[src/rtl/dht11_pkg.sv]
// Shared definitions for the DHT11 single-wire engine: state codes, frame length
// and the microsecond-to-cycle conversion.
package dht11_pkg;

  typedef logic [3:0] estado_t;

  localparam estado_t OCIOSO     = 4'd0;
  localparam estado_t INICIO     = 4'd1;
  localparam estado_t LIBERA     = 4'd2;
  localparam estado_t RESP_BAIXO = 4'd3;
  localparam estado_t RESP_ALTO  = 4'd4;
  localparam estado_t BIT_BAIXO  = 4'd5;
  localparam estado_t BIT_ALTO   = 4'd6;
  localparam estado_t VERIFICA   = 4'd7;
  localparam estado_t FIM        = 4'd8;

  localparam int FRAME_BITS = 40;

  function automatic int us_to_cycles(input int us, input int clk_hz);
    return us * (clk_hz / 1000000);
  endfunction

endpackage

[src/rtl/dht11_interface_if.sv]
// Request/response bundle between the control unit (master) and the DHT11 engine (slave).
interface dht11_interface_if;
  // Handshake: medir is a one-cycle request, taken only while the engine is idle and
  // dropped otherwise; every taken request ends with exactly one pronto pulse, at which
  // point erro/umidade/temperatura are valid and stay valid until the next taken request.
  logic        medir;
  logic        pronto;
  logic        erro;
  logic [15:0] umidade;
  logic [15:0] temperatura;

  modport master (
    output medir,
    input  pronto,
    input  erro,
    input  umidade,
    input  temperatura
  );

  modport slave (
    input  medir,
    output pronto,
    output erro,
    output umidade,
    output temperatura
  );
endinterface

[src/rtl/dht11_sincronizador.sv]
// Two-flop synchroniser for the raw data line plus rise/fall strobes of the synchronised level.
module dht11_sincronizador (
  input  logic clock,
  input  logic reset,
  input  logic entrada,
  output logic subida,
  output logic descida
);

  logic meta;
  logic sinc;
  logic anterior;

  // The bus idles high through its pull-up, so reset to 1 to avoid a false fall.
  always_ff @(posedge clock) begin
    if (reset) begin
      meta     <= 1'b1;
      sinc     <= 1'b1;
      anterior <= 1'b1;
    end else begin
      meta     <= entrada;
      sinc     <= meta;
      anterior <= sinc;
    end
  end

  assign subida  = sinc & ~anterior;
  assign descida = ~sinc & anterior;

endmodule

[src/rtl/dht11_interface.sv]
// DHT11 protocol engine: start pulse, 40-bit frame decode, checksum check.
// Build option DHT11_CHECKSUM_EN: when defined, frames failing the checksum set erro.
module dht11_interface
  import dht11_pkg::*;
#(
  parameter int CLK_FREQ_HZ    = 50000000,
  parameter int START_US       = 18000,
  parameter int BIT1_LIMIAR_US = 48,
  parameter int TIMEOUT_US     = 200
) (
  input  logic                clock,
  input  logic                reset,
  dht11_interface_if.slave    bus,
  input  logic                dht11_in,
  output logic                dht11_oe,
  output logic [3:0]          db_estado
);

  localparam int START_CYC   = us_to_cycles(START_US, CLK_FREQ_HZ);
  localparam int BIT1_CYC    = us_to_cycles(BIT1_LIMIAR_US, CLK_FREQ_HZ);
  localparam int TIMEOUT_CYC = us_to_cycles(TIMEOUT_US, CLK_FREQ_HZ);
  localparam int TIMER_TOP   = (START_CYC > TIMEOUT_CYC) ? START_CYC : TIMEOUT_CYC;
  localparam int TW          = $clog2(TIMER_TOP + 1);

  estado_t       estado;
  estado_t       estado_next;
  logic [TW-1:0] timer;
  logic [5:0]    bit_cnt;
  logic [39:0]   quadro;
  logic          erro_q;
  logic [15:0]   umidade_q;
  logic [15:0]   temperatura_q;
  logic          subida;
  logic          descida;
  logic          timeout;
  logic          bit_val;
  logic          frame_ok;
  logic          pronto_c;

  dht11_sincronizador u_sinc (
    .clock   (clock),
    .reset   (reset),
    .entrada (dht11_in),
    .subida  (subida),
    .descida (descida)
  );

  assign timeout = (timer >= TW'(TIMEOUT_CYC));
  assign bit_val = (timer >= TW'(BIT1_CYC));

`ifdef DHT11_CHECKSUM_EN
  logic [7:0] soma;
  assign soma     = quadro[39:32] + quadro[31:24] + quadro[23:16] + quadro[15:8];
  assign frame_ok = (soma == quadro[7:0]);
`else
  assign frame_ok = 1'b1;
`endif

  always_ff @(posedge clock) begin
    if (reset) estado <= OCIOSO;
    else       estado <= estado_next;
  end

  always_comb begin
    estado_next = estado;
    case (estado)
      OCIOSO:     if (bus.medir) estado_next = INICIO;
      INICIO:     if (timer == TW'(START_CYC - 1)) estado_next = LIBERA;
      LIBERA:     if (timeout) estado_next = FIM;
                  else if (descida) estado_next = RESP_BAIXO;
      RESP_BAIXO: if (timeout) estado_next = FIM;
                  else if (subida) estado_next = RESP_ALTO;
      RESP_ALTO:  if (timeout) estado_next = FIM;
                  else if (descida) estado_next = BIT_BAIXO;
      BIT_BAIXO:  if (timeout) estado_next = FIM;
                  else if (subida) estado_next = BIT_ALTO;
      BIT_ALTO:   if (timeout) estado_next = FIM;
                  else if (descida)
                    estado_next = (bit_cnt == 6'(FRAME_BITS - 1)) ? VERIFICA : BIT_BAIXO;
      VERIFICA:   estado_next = FIM;
      FIM:        estado_next = OCIOSO;
      default:    estado_next = OCIOSO;
    endcase
  end

  always_comb begin
    dht11_oe  = (estado == INICIO);
    pronto_c  = (estado == FIM);
    db_estado = estado;
  end

  // Timer restarts on every state change; held at zero while idle.
  always_ff @(posedge clock) begin
    if (reset || estado == OCIOSO || estado_next != estado) timer <= '0;
    else                                                    timer <= timer + 1'b1;
  end

  always_ff @(posedge clock) begin
    if (reset) begin
      erro_q        <= 1'b0;
      umidade_q     <= '0;
      temperatura_q <= '0;
      quadro        <= '0;
      bit_cnt       <= '0;
    end else begin
      case (estado)
        OCIOSO: begin
          if (bus.medir) begin
            erro_q  <= 1'b0;
            quadro  <= '0;
            bit_cnt <= '0;
          end
        end
        LIBERA, RESP_BAIXO, RESP_ALTO, BIT_BAIXO: begin
          if (timeout) erro_q <= 1'b1;
        end
        BIT_ALTO: begin
          if (timeout) begin
            erro_q <= 1'b1;
          end else if (descida) begin
            quadro  <= {quadro[38:0], bit_val};
            bit_cnt <= bit_cnt + 1'b1;
          end
        end
        VERIFICA: begin
          if (frame_ok) begin
            umidade_q     <= quadro[39:24];
            temperatura_q <= quadro[23:8];
          end else begin
            erro_q <= 1'b1;
          end
        end
        default: ;
      endcase
    end
  end

  assign bus.pronto      = pronto_c;
  assign bus.erro        = erro_q;
  assign bus.umidade     = umidade_q;
  assign bus.temperatura = temperatura_q;

endmodule

[src/flat_wrapper.sv]
// flat-port wrapper written by rule: the top's interface ports become plain ports
module dht11_interface_flat import dht11_pkg::*;
#(
  parameter int CLK_FREQ_HZ    = 50000000,
  parameter int START_US       = 18000,
  parameter int BIT1_LIMIAR_US = 48,
  parameter int TIMEOUT_US     = 200
)
  (clock, reset, dht11_in, dht11_oe, db_estado, bus_medir, bus_pronto, bus_erro, bus_umidade, bus_temperatura);
  dht11_interface_if bus_i ();
  input  logic clock;
  input  logic reset;
  input  logic dht11_in;
  output logic dht11_oe;
  output logic [3:0] db_estado;
  input wire logic [$bits(bus_i.medir)-1:0] bus_medir;
  output wire logic [$bits(bus_i.pronto)-1:0] bus_pronto;
  output wire logic [$bits(bus_i.erro)-1:0] bus_erro;
  output wire logic [$bits(bus_i.umidade)-1:0] bus_umidade;
  output wire logic [$bits(bus_i.temperatura)-1:0] bus_temperatura;
  assign bus_i.medir = bus_medir;
  assign bus_pronto = bus_i.pronto;
  assign bus_erro = bus_i.erro;
  assign bus_umidade = bus_i.umidade;
  assign bus_temperatura = bus_i.temperatura;
  dht11_interface #(.CLK_FREQ_HZ(CLK_FREQ_HZ), .START_US(START_US), .BIT1_LIMIAR_US(BIT1_LIMIAR_US), .TIMEOUT_US(TIMEOUT_US)) u_core (.clock(clock), .reset(reset), .bus(bus_i), .dht11_in(dht11_in), .dht11_oe(dht11_oe), .db_estado(db_estado));
endmodule
[config.mk]
export PLATFORM = sky130hd
export DESIGN_NAME = dht11_interface_flat
export DESIGN_NICKNAME = d
export VERILOG_FILES = /design/src/rtl/dht11_pkg.sv /design/src/rtl/dht11_interface_if.sv /design/src/rtl/dht11_sincronizador.sv /design/src/rtl/dht11_interface.sv /design/src/flat_wrapper.sv
export SDC_FILE = /design/constraint.sdc
export NUM_CORES = 1
export LEC_CHECK = 0
export ABC_AREA = 1
export CAP_MARGIN = 10
export CORE_ASPECT_RATIO = 1.75
export CORE_MARGIN = 4
export CORE_UTILIZATION = 56
export DETAILED_ROUTE_END_ITERATION = 8
export PLACE_DENSITY = 0.86
export SYNTH_ARGS = -nofsm -noshare
export SYNTH_HDL_FRONTEND = slang
export SYNTH_SLANG_ARGS = --single-unit
export TNS_END_PERCENT = 50
[constraint.sdc]
create_clock -name clock -period 2.1 [get_ports clock]
set_input_delay 0.42 -clock clock [delete_from_list [all_inputs] [get_ports clock]]
set_output_delay 0.42 -clock clock [all_outputs]
set_load 0.01 [all_outputs]
==> summary.md, run 1 <==
| Metric | Value |
|---|---|
| Worst Path Buf+Inv | `2` |
| Area growth, synth to finish | `18.0%` |
| Final number of max-transition violations | `0` |
| Synth Warn # | `0` |
| Layout Nets | `640` |
| CP peak stage delay | `0.54 ns` |
| Final setup TNS | `0 ns` |
| Antenna violations before repair | `0` |
| CTS tree | `built` |
| Routed via count | `3980` |
| Critical path type | `flip-flop to output pin` |
| End of the worst register-to-register path | `u_core.timer[14]$_SDFF_PP0_` |
| Final Util | `0.686` |
| Peak Freq | `491 MHz` |
| RSZ-0062 raised after global routing | `no` |
| Synth Net Count | `610` |
| Post-route insts no fill | `726` |
| Gr usage total | `0.210` |
| IO Count | `43` |
| Min Tclk post-route | `2.03 ns` |
| Synth Flop Type | `dfxtp_1` |
| Std cell rows | `42` |
| Slew headroom | `0.685` |
| Die area | `9450 um^2` |
| Peak supply drop | `0.000526 V` |
| # diodes | `0` |
| Dominant cells by area after synthesis | `dfxtp_1 (48%), nor2_1 (8.1%), a21oi_1 (7.8%)` |
| Clk sinks | `106` |
| Drt pass-1 iters | `5` |
| Share of layout cells above drive strength 1 | `0.0627` |
| Hold Crit Start | `u_core.u_sinc.meta$_SDFF_PP1_` |
| Initial DRC Count | `236` |
| Worst Hold End | `u_core.u_sinc.sinc$_SDFF_PP1_` |
| DRC viols | `0` |
| Setup violators final | `0` |
| CTS buffer count | `9` |
| CTS Buffer Depth | `2` |
| Tightest Pin Transition | `0.472 ns` |
| Mean Syn Cell Area | `7.35 um^2` |
| Reg-to-reg startpoint | `u_core.timer[0]$_SDFF_PP0_` |
| DP Wirelength | `6.62 mm` |
| Initial Util | `0.581` |
| CP max-delay cell | `clkdlybuf4s50_1` |
| Crit path capture type | `output pin` |
| CP Cell Sequence | `inv_1 > nand2_1 > nor2_1 > clkdlybuf4s50_1` |
| First-pass GRT wire length | `15.8 mm` |
| Yosys reg bits | `106` |
| Post-synth top cells | `dfxtp_1 (106), nor2_1 (96), nand2_1 (81), a21oi_1 (69), inv_1 (64)` |
| R2R setup slack | `0.14 ns` |
| Crit-path max FO | `5` |
| Yosys top cell by area | `dfxtp_1` |
| Power Dens Cells | `769 nW/um^2` |
| CP startpoint kind | `flip-flop` |
| FFs w/ async S/R, synth | `0` |
| Max-Cap Viols | `0` |
| Worst-Skew Late Latency | `0.35 ns` |
| Min-delay worst type | `flip-flop to flip-flop` |
| Share of the yosys chip area belonging to registers | `0.479` |
| Period utilization | `0.969` |
| Routed wire per std cell | `13.5 um` |
| Vias in the first global route | `3716` |
| Synth cell types | `29` |
| Critical path required time | `1.68 ns` |
| Synth Instances | `603` |
| Largest net degree at the start of global routing | `58` |
| Synth Cell Area | `4430 um^2` |
| Top-area cell type share of the netlist area | `0.479` |
| Port-buffer cells | `42` |
| Core Region | `7620 um^2` |
| CTS H-tree depth | `3` |
| RD Place Congestion | `0.885` |
| Dpl cells | `710` |
| Chip height | `126 um` |
| Final WL | `9.77 mm` |
| Total global routing overflow | `0` |
| Worst reg2reg path depth | `10` |
| Number of flops mapped to enable cells by yosys | `0` |
| Root buffer cell | `clkbuf_16` |
| Die width | `75.2 um` |
| LEAKAGE | `2.00 nW` |
| Status | `finished, final reports clean` |
| Vias per inst | `5.48` |
| Worst Skew | `0.00608 ns` |
| Clock slew at reported path FFs | `0.07 ns` |
| Most frequent cell after synthesis | `dfxtp_1` |
| Crit-path leading delay family | `buffers and inverters` |
| Crit path DAT | `1.61 ns` |
| DRT antenna net count | `0` |
| Hold depth | `1` |
| Final hold viol count | `0` |
worst reg2reg max path: cells and delay by family (launching register included):
| family | cells | cell delay (ns) |
|---|---|---|
| xor+xnor | 1 | 0.13 |
| fa+ha+maj | 1 | 0.22 |
| buf+inv | 1 | 0.06 |
| flops | 1 | 0.39 |
| simple gates | 7 | 1.09 |
cell usage in the layout, fill, tap and decap left out, drive strengths merged:
| master | count |
|---|---|
| a31oi | 3 |
| nand3 | 31 |
| nor2 | 99 |
| nor4 | 1 |
| clkbuf | 9 |
| dfxtp | 106 |
| o211ai | 1 |
| clkinvlp | 1 |
| inv | 69 |
| or2 | 3 |
| nor3 | 11 |
| buf | 8 |
| xnor2 | 7 |
| a211oi | 1 |
| nand2 | 82 |
| a41oi | 1 |
| dlygate4sd2 | 1 |
| clkdlybuf4s50 | 41 |
| a21oi | 69 |
| xor2 | 13 |
| bufinv | 1 |
| ha | 3 |
| clkinv | 4 |
| o21ai | 65 |
| nand4 | 8 |
state kept, by name, indices dropped and copies added, names as in the netlist:
signal                  count
u_core.bit_cnt              6
u_core.u_sinc.meta          1
u_core.bus.erro             1
u_core.db_estado            4
u_core.bus.temperatura     16
u_core.u_sinc.anterior      1
u_core.timer               20
u_core.bus.umidade         16
u_core.quadro              40
u_core.u_sinc.sinc          1
final cells by class:
cell class,count,area [um^2]
repair buffers,50,504
fillers,614,2390
clock buffers,9,225
inverters,68,259
clock inverters,7,76.3
multi-input cells,398,1930
well taps,88,110
flip-flops and latches,106,2120
power breakdown:
| group | switching, mW | internal, mW | total [mW] | leakage (nW) |
|---|---|---|---|---|
| clock | 0.762 | 0.935 | 1.70 | 0.148 |
| combinational | 0.170 | 0.0739 | 0.244 | 0.995 |
| sequential | 0.0186 | 2.06 | 2.08 | 0.860 |
| total | 0.951 | 3.07 | 4.02 | 2.00 |
metrics by stage:
step | hold WS [ns] | area (um^2) | power, mW | setup WS, ns
3_5_place_dp | 0.410 | 4910 | 2.36 | 0.148
3_3_place_gp | 0.395 | 4910 | 2.35 | 0.247
2_1_floorplan | 0.389 | 4430 | 2.30 | 0.431
4_1_cts | 0.426 | 5220 | 4.03 | 0.0635
6_report | 0.422 | 5230 | 4.02 | 0.0652
5_1_grt | 0.443 | 5230 | 4.16 | 0.00282
worst max-delay path by stage:
stage                                         from                           to  slack [ns]  cells past startpoint
floorplan               u_core.timer[0]$_SDFF_PP0_  u_core.timer[14]$_SDFF_PP0_        0.43                     10
global route            u_core.timer[0]$_SDFF_PP0_  u_core.timer[14]$_SDFF_PP0_       0.003                     10
detailed placement      u_core.timer[0]$_SDFF_PP0_  u_core.timer[14]$_SDFF_PP0_        0.15                     10
CTS                 u_core.db_estado[3]$_SDFF_PP0_                   bus_pronto        0.06                      3
global placement        u_core.timer[0]$_SDFF_PP0_  u_core.timer[14]$_SDFF_PP0_        0.25                     10
finish              u_core.db_estado[2]$_SDFF_PP0_                   bus_pronto        0.07                      4
routing by layer:
metal | wire [um] | up-vias | GRT usage | share of wire
li1 | - | 1998 | - | -
met1 | 3740 | 1838 | 0.224 | 0.38
met2 | 5290 | 109 | 0.372 | 0.54
met3 | 371 | 35 | 0.0375 | 0.038
met4 | 361 | 0 | 0.116 | 0.037
met5 | 0 | - | 0 | 0
what timing repair did:
action	CTS	global route
gates resized for setup	4	4
pin swaps	1	0
endpoints found under the setup margin	1	49
hold endpoints to repair	0	0
hold buffers	0	0
buffers inserted	0	0
logic make-up (layout without fill, tap and decap cells):
| group | Yosys count | in the layout | synth area share |
|---|---|---|---|
| compound gates | 140 | 140 | 0.161 |
| xor+xnor | 20 | 20 | 0.0395 |
| fa+ha+maj | 3 | 3 | 0.00847 |
| buf+inv | 99 | 134 | 0.0884 |
| flops | 106 | 106 | 0.479 |
| simple gates | 235 | 235 | 0.224 |
No activity file was read; power rests on OpenSTA's default activity.
==> run 2: changes to the inputs <==
CORE_UTILIZATION = 40   (was 56)
PLACE_DENSITY = 0.67   (was 0.86)
==> summary.md, run 2 (synthesis gave the netlist of run 1 again) <==
| Metric | Value |
|---|---|
| Status | `finished, final reports clean` |
| Commonest cells after routing, fill and taps aside | `dfxtp_1 (102), nor2_1 (94), nand2_1 (79), a21oi_1 (69), inv_1 (64)` |
| Core Region | `10800 um^2` |
| CTS H-tree depth | `3` |
| Gr usage total | `0.154` |
| Die width | `87.6 um` |
| Std cell rows | `50` |
| Root buffer cell | `clkbuf_16` |
| Slew headroom | `0.758` |
| Crit-path leading delay family | `buffers and inverters` |
| Largest net degree at the start of global routing | `58` |
| Final hold viol count | `0` |
| Crit-path max FO | `5` |
| CTS buffer count | `9` |
| Port-buffer cells | `42` |
| Dpl ws | `0.168 ns` |
| Total global routing overflow | `0` |
| Initial Util | `0.412` |
| CTS tree | `built` |
| # diodes | `0` |
| Peak supply drop | `0.000485 V` |
| Setup violators final | `0` |
| Final Worst Setup Slack | `0.111 ns` |
| Final instance area | `5320 um^2` |
| LEAKAGE | `2.01 nW` |
| Routed via count | `3892` |
| Chip height | `147 um` |
| Clk sinks | `106` |
| Vias in the first global route | `3698` |
| Die area | `12900 um^2` |
| RD Place Congestion | `0.915` |
| Layout Nets | `641` |
| Post-route insts no fill | `769` |
| Final number of max-transition violations | `0` |
| First-pass GRT wire length | `16.5 mm` |
| Crit path capture type | `output pin` |
| Worst-Skew Late Latency | `0.34 ns` |
| DP Area | `4990 um^2` |
| Max FFs per register | `40` |
| Largest regs | `u_core.quadro (40), u_core.timer (20)` |
| CP startpoint kind | `flip-flop` |
| Area growth, synth to finish | `20.0%` |
| RSZ-0062 raised after global routing | `yes` |
| Worst Skew | `0.00953 ns` |
| DRT antenna net count | `0` |
| Post-CTS Hold Buffers | `0` |
| Reg with most FFs | `u_core.quadro` |
| CP peak stage delay | `0.54 ns` |
| Min Tclk post-route | `1.99 ns` |
| Peak Freq | `503 MHz` |
| WL met3 | `295 um` |
| Most common cell after layout, fill and taps aside | `dfxtp_1` |
| Final WL | `9.40 mm` |
| DR WL met2 | `4.98 mm` |
| Drt pass-1 iters | `4` |
| Crit path DAT | `1.57 ns` |
| IO Count | `43` |
| Routed wire per std cell | `12.2 um` |
| Min-delay worst type | `flip-flop to flip-flop` |
| Vias per inst | `5.06` |
| CP max-delay cell | `clkdlybuf4s50_1` |
| Critical path required time | `1.68 ns` |
| Initial DRC Count | `177` |
| Dpl cells | `752` |
| Clock slew at reported path FFs | `0.08 ns` |
| Hold Slack | `0.422 ns` |
| Power Dens Cells | `746 nW/um^2` |
| DP Wirelength | `6.53 mm` |
| DR top layer | `met4` |
| CP Cell Sequence | `inv_1 > nand2_1 > nor2_1 > clkdlybuf4s50_1` |
| Period utilization | `0.947` |
| Max-Cap Viols | `0` |
| Share of layout cells above drive strength 1 | `0.0704` |
| Worst Path Buf+Inv | `2` |
| Critical path type | `flip-flop to output pin` |
| Antenna violations before repair | `0` |
| CTS Buffer Depth | `2` |
| DRC viols | `0` |
| Met1 WL | `3.89 mm` |
| Tightest Pin Transition | `0.362 ns` |
## run 2: cell types whose count changed in the layout (fill, tap and decap cells not counted), sizes merged
| cell | before | now |
|---|---|---|
| bufinv | 1 | 0 |
| clkinv | 4 | 3 |
| buf | 8 | 9 |
| inv | 69 | 71 |
## run 2: power breakdown
group / internal (mW) / leakage [nW] / total (mW) / switching [mW]
registers: 2.06 / 0.861 / 2.07 / 0.0172
clock network: 0.842 / 0.143 / 1.65 / 0.807
logic: 0.0772 / 1.01 / 0.245 / 0.168
total: 2.98 / 2.01 / 3.97 / 0.992
## run 2: final cells by class
class / count / area [um^2]
fill: 1051 / 5440
sequential: 106 / 2130
multi-input combinational: 398 / 1930
timing repair buffer: 51 / 537
inverter: 68 / 259
clock buffer: 9 / 225
tap: 130 / 163
clock inverter: 7 / 72.6
## run 2: worst paths after layout
kind | start | end | slack [ns] | cells after the start
worst max-delay path | u_core.db_estado[2]$_SDFF_PP0_ | bus_pronto | 0.11 | 4
worst min-delay path | u_core.u_sinc.meta$_SDFF_PP1_ | u_core.u_sinc.sinc$_SDFF_PP1_ | 0.42 | 1
worst max register to register | u_core.timer[0]$_SDFF_PP0_ | u_core.timer[14]$_SDFF_PP0_ | 0.20 | 10
worst min register to register | u_core.u_sinc.meta$_SDFF_PP1_ | u_core.u_sinc.sinc$_SDFF_PP1_ | 0.42 | 1
## run 2: per-stage QoR
step                TNS, ns  total power [mW]  utilization
floorplan                 0              2.30            -
global placement          0              2.36        0.463
detailed placement        0              2.37        0.463
CTS                       0              4.02        0.492
global route        -0.0382              4.14        0.494
finish                    0              3.97        0.494
## run 2: metal layers
metal	global-route usage	up-vias
met5	0	-
met4	0.0661	0
met3	0.0230	19
met2	0.282	67
met1	0.171	1797
li1	-	2009
## run 2: timing repair
item | in CTS | in global routing
resized for setup | 5 | 9
buffers inserted | 0 | 1
cloned | 0 | 0
endpoints found under the setup margin | 1 | 66
pin swaps | 0 | 2
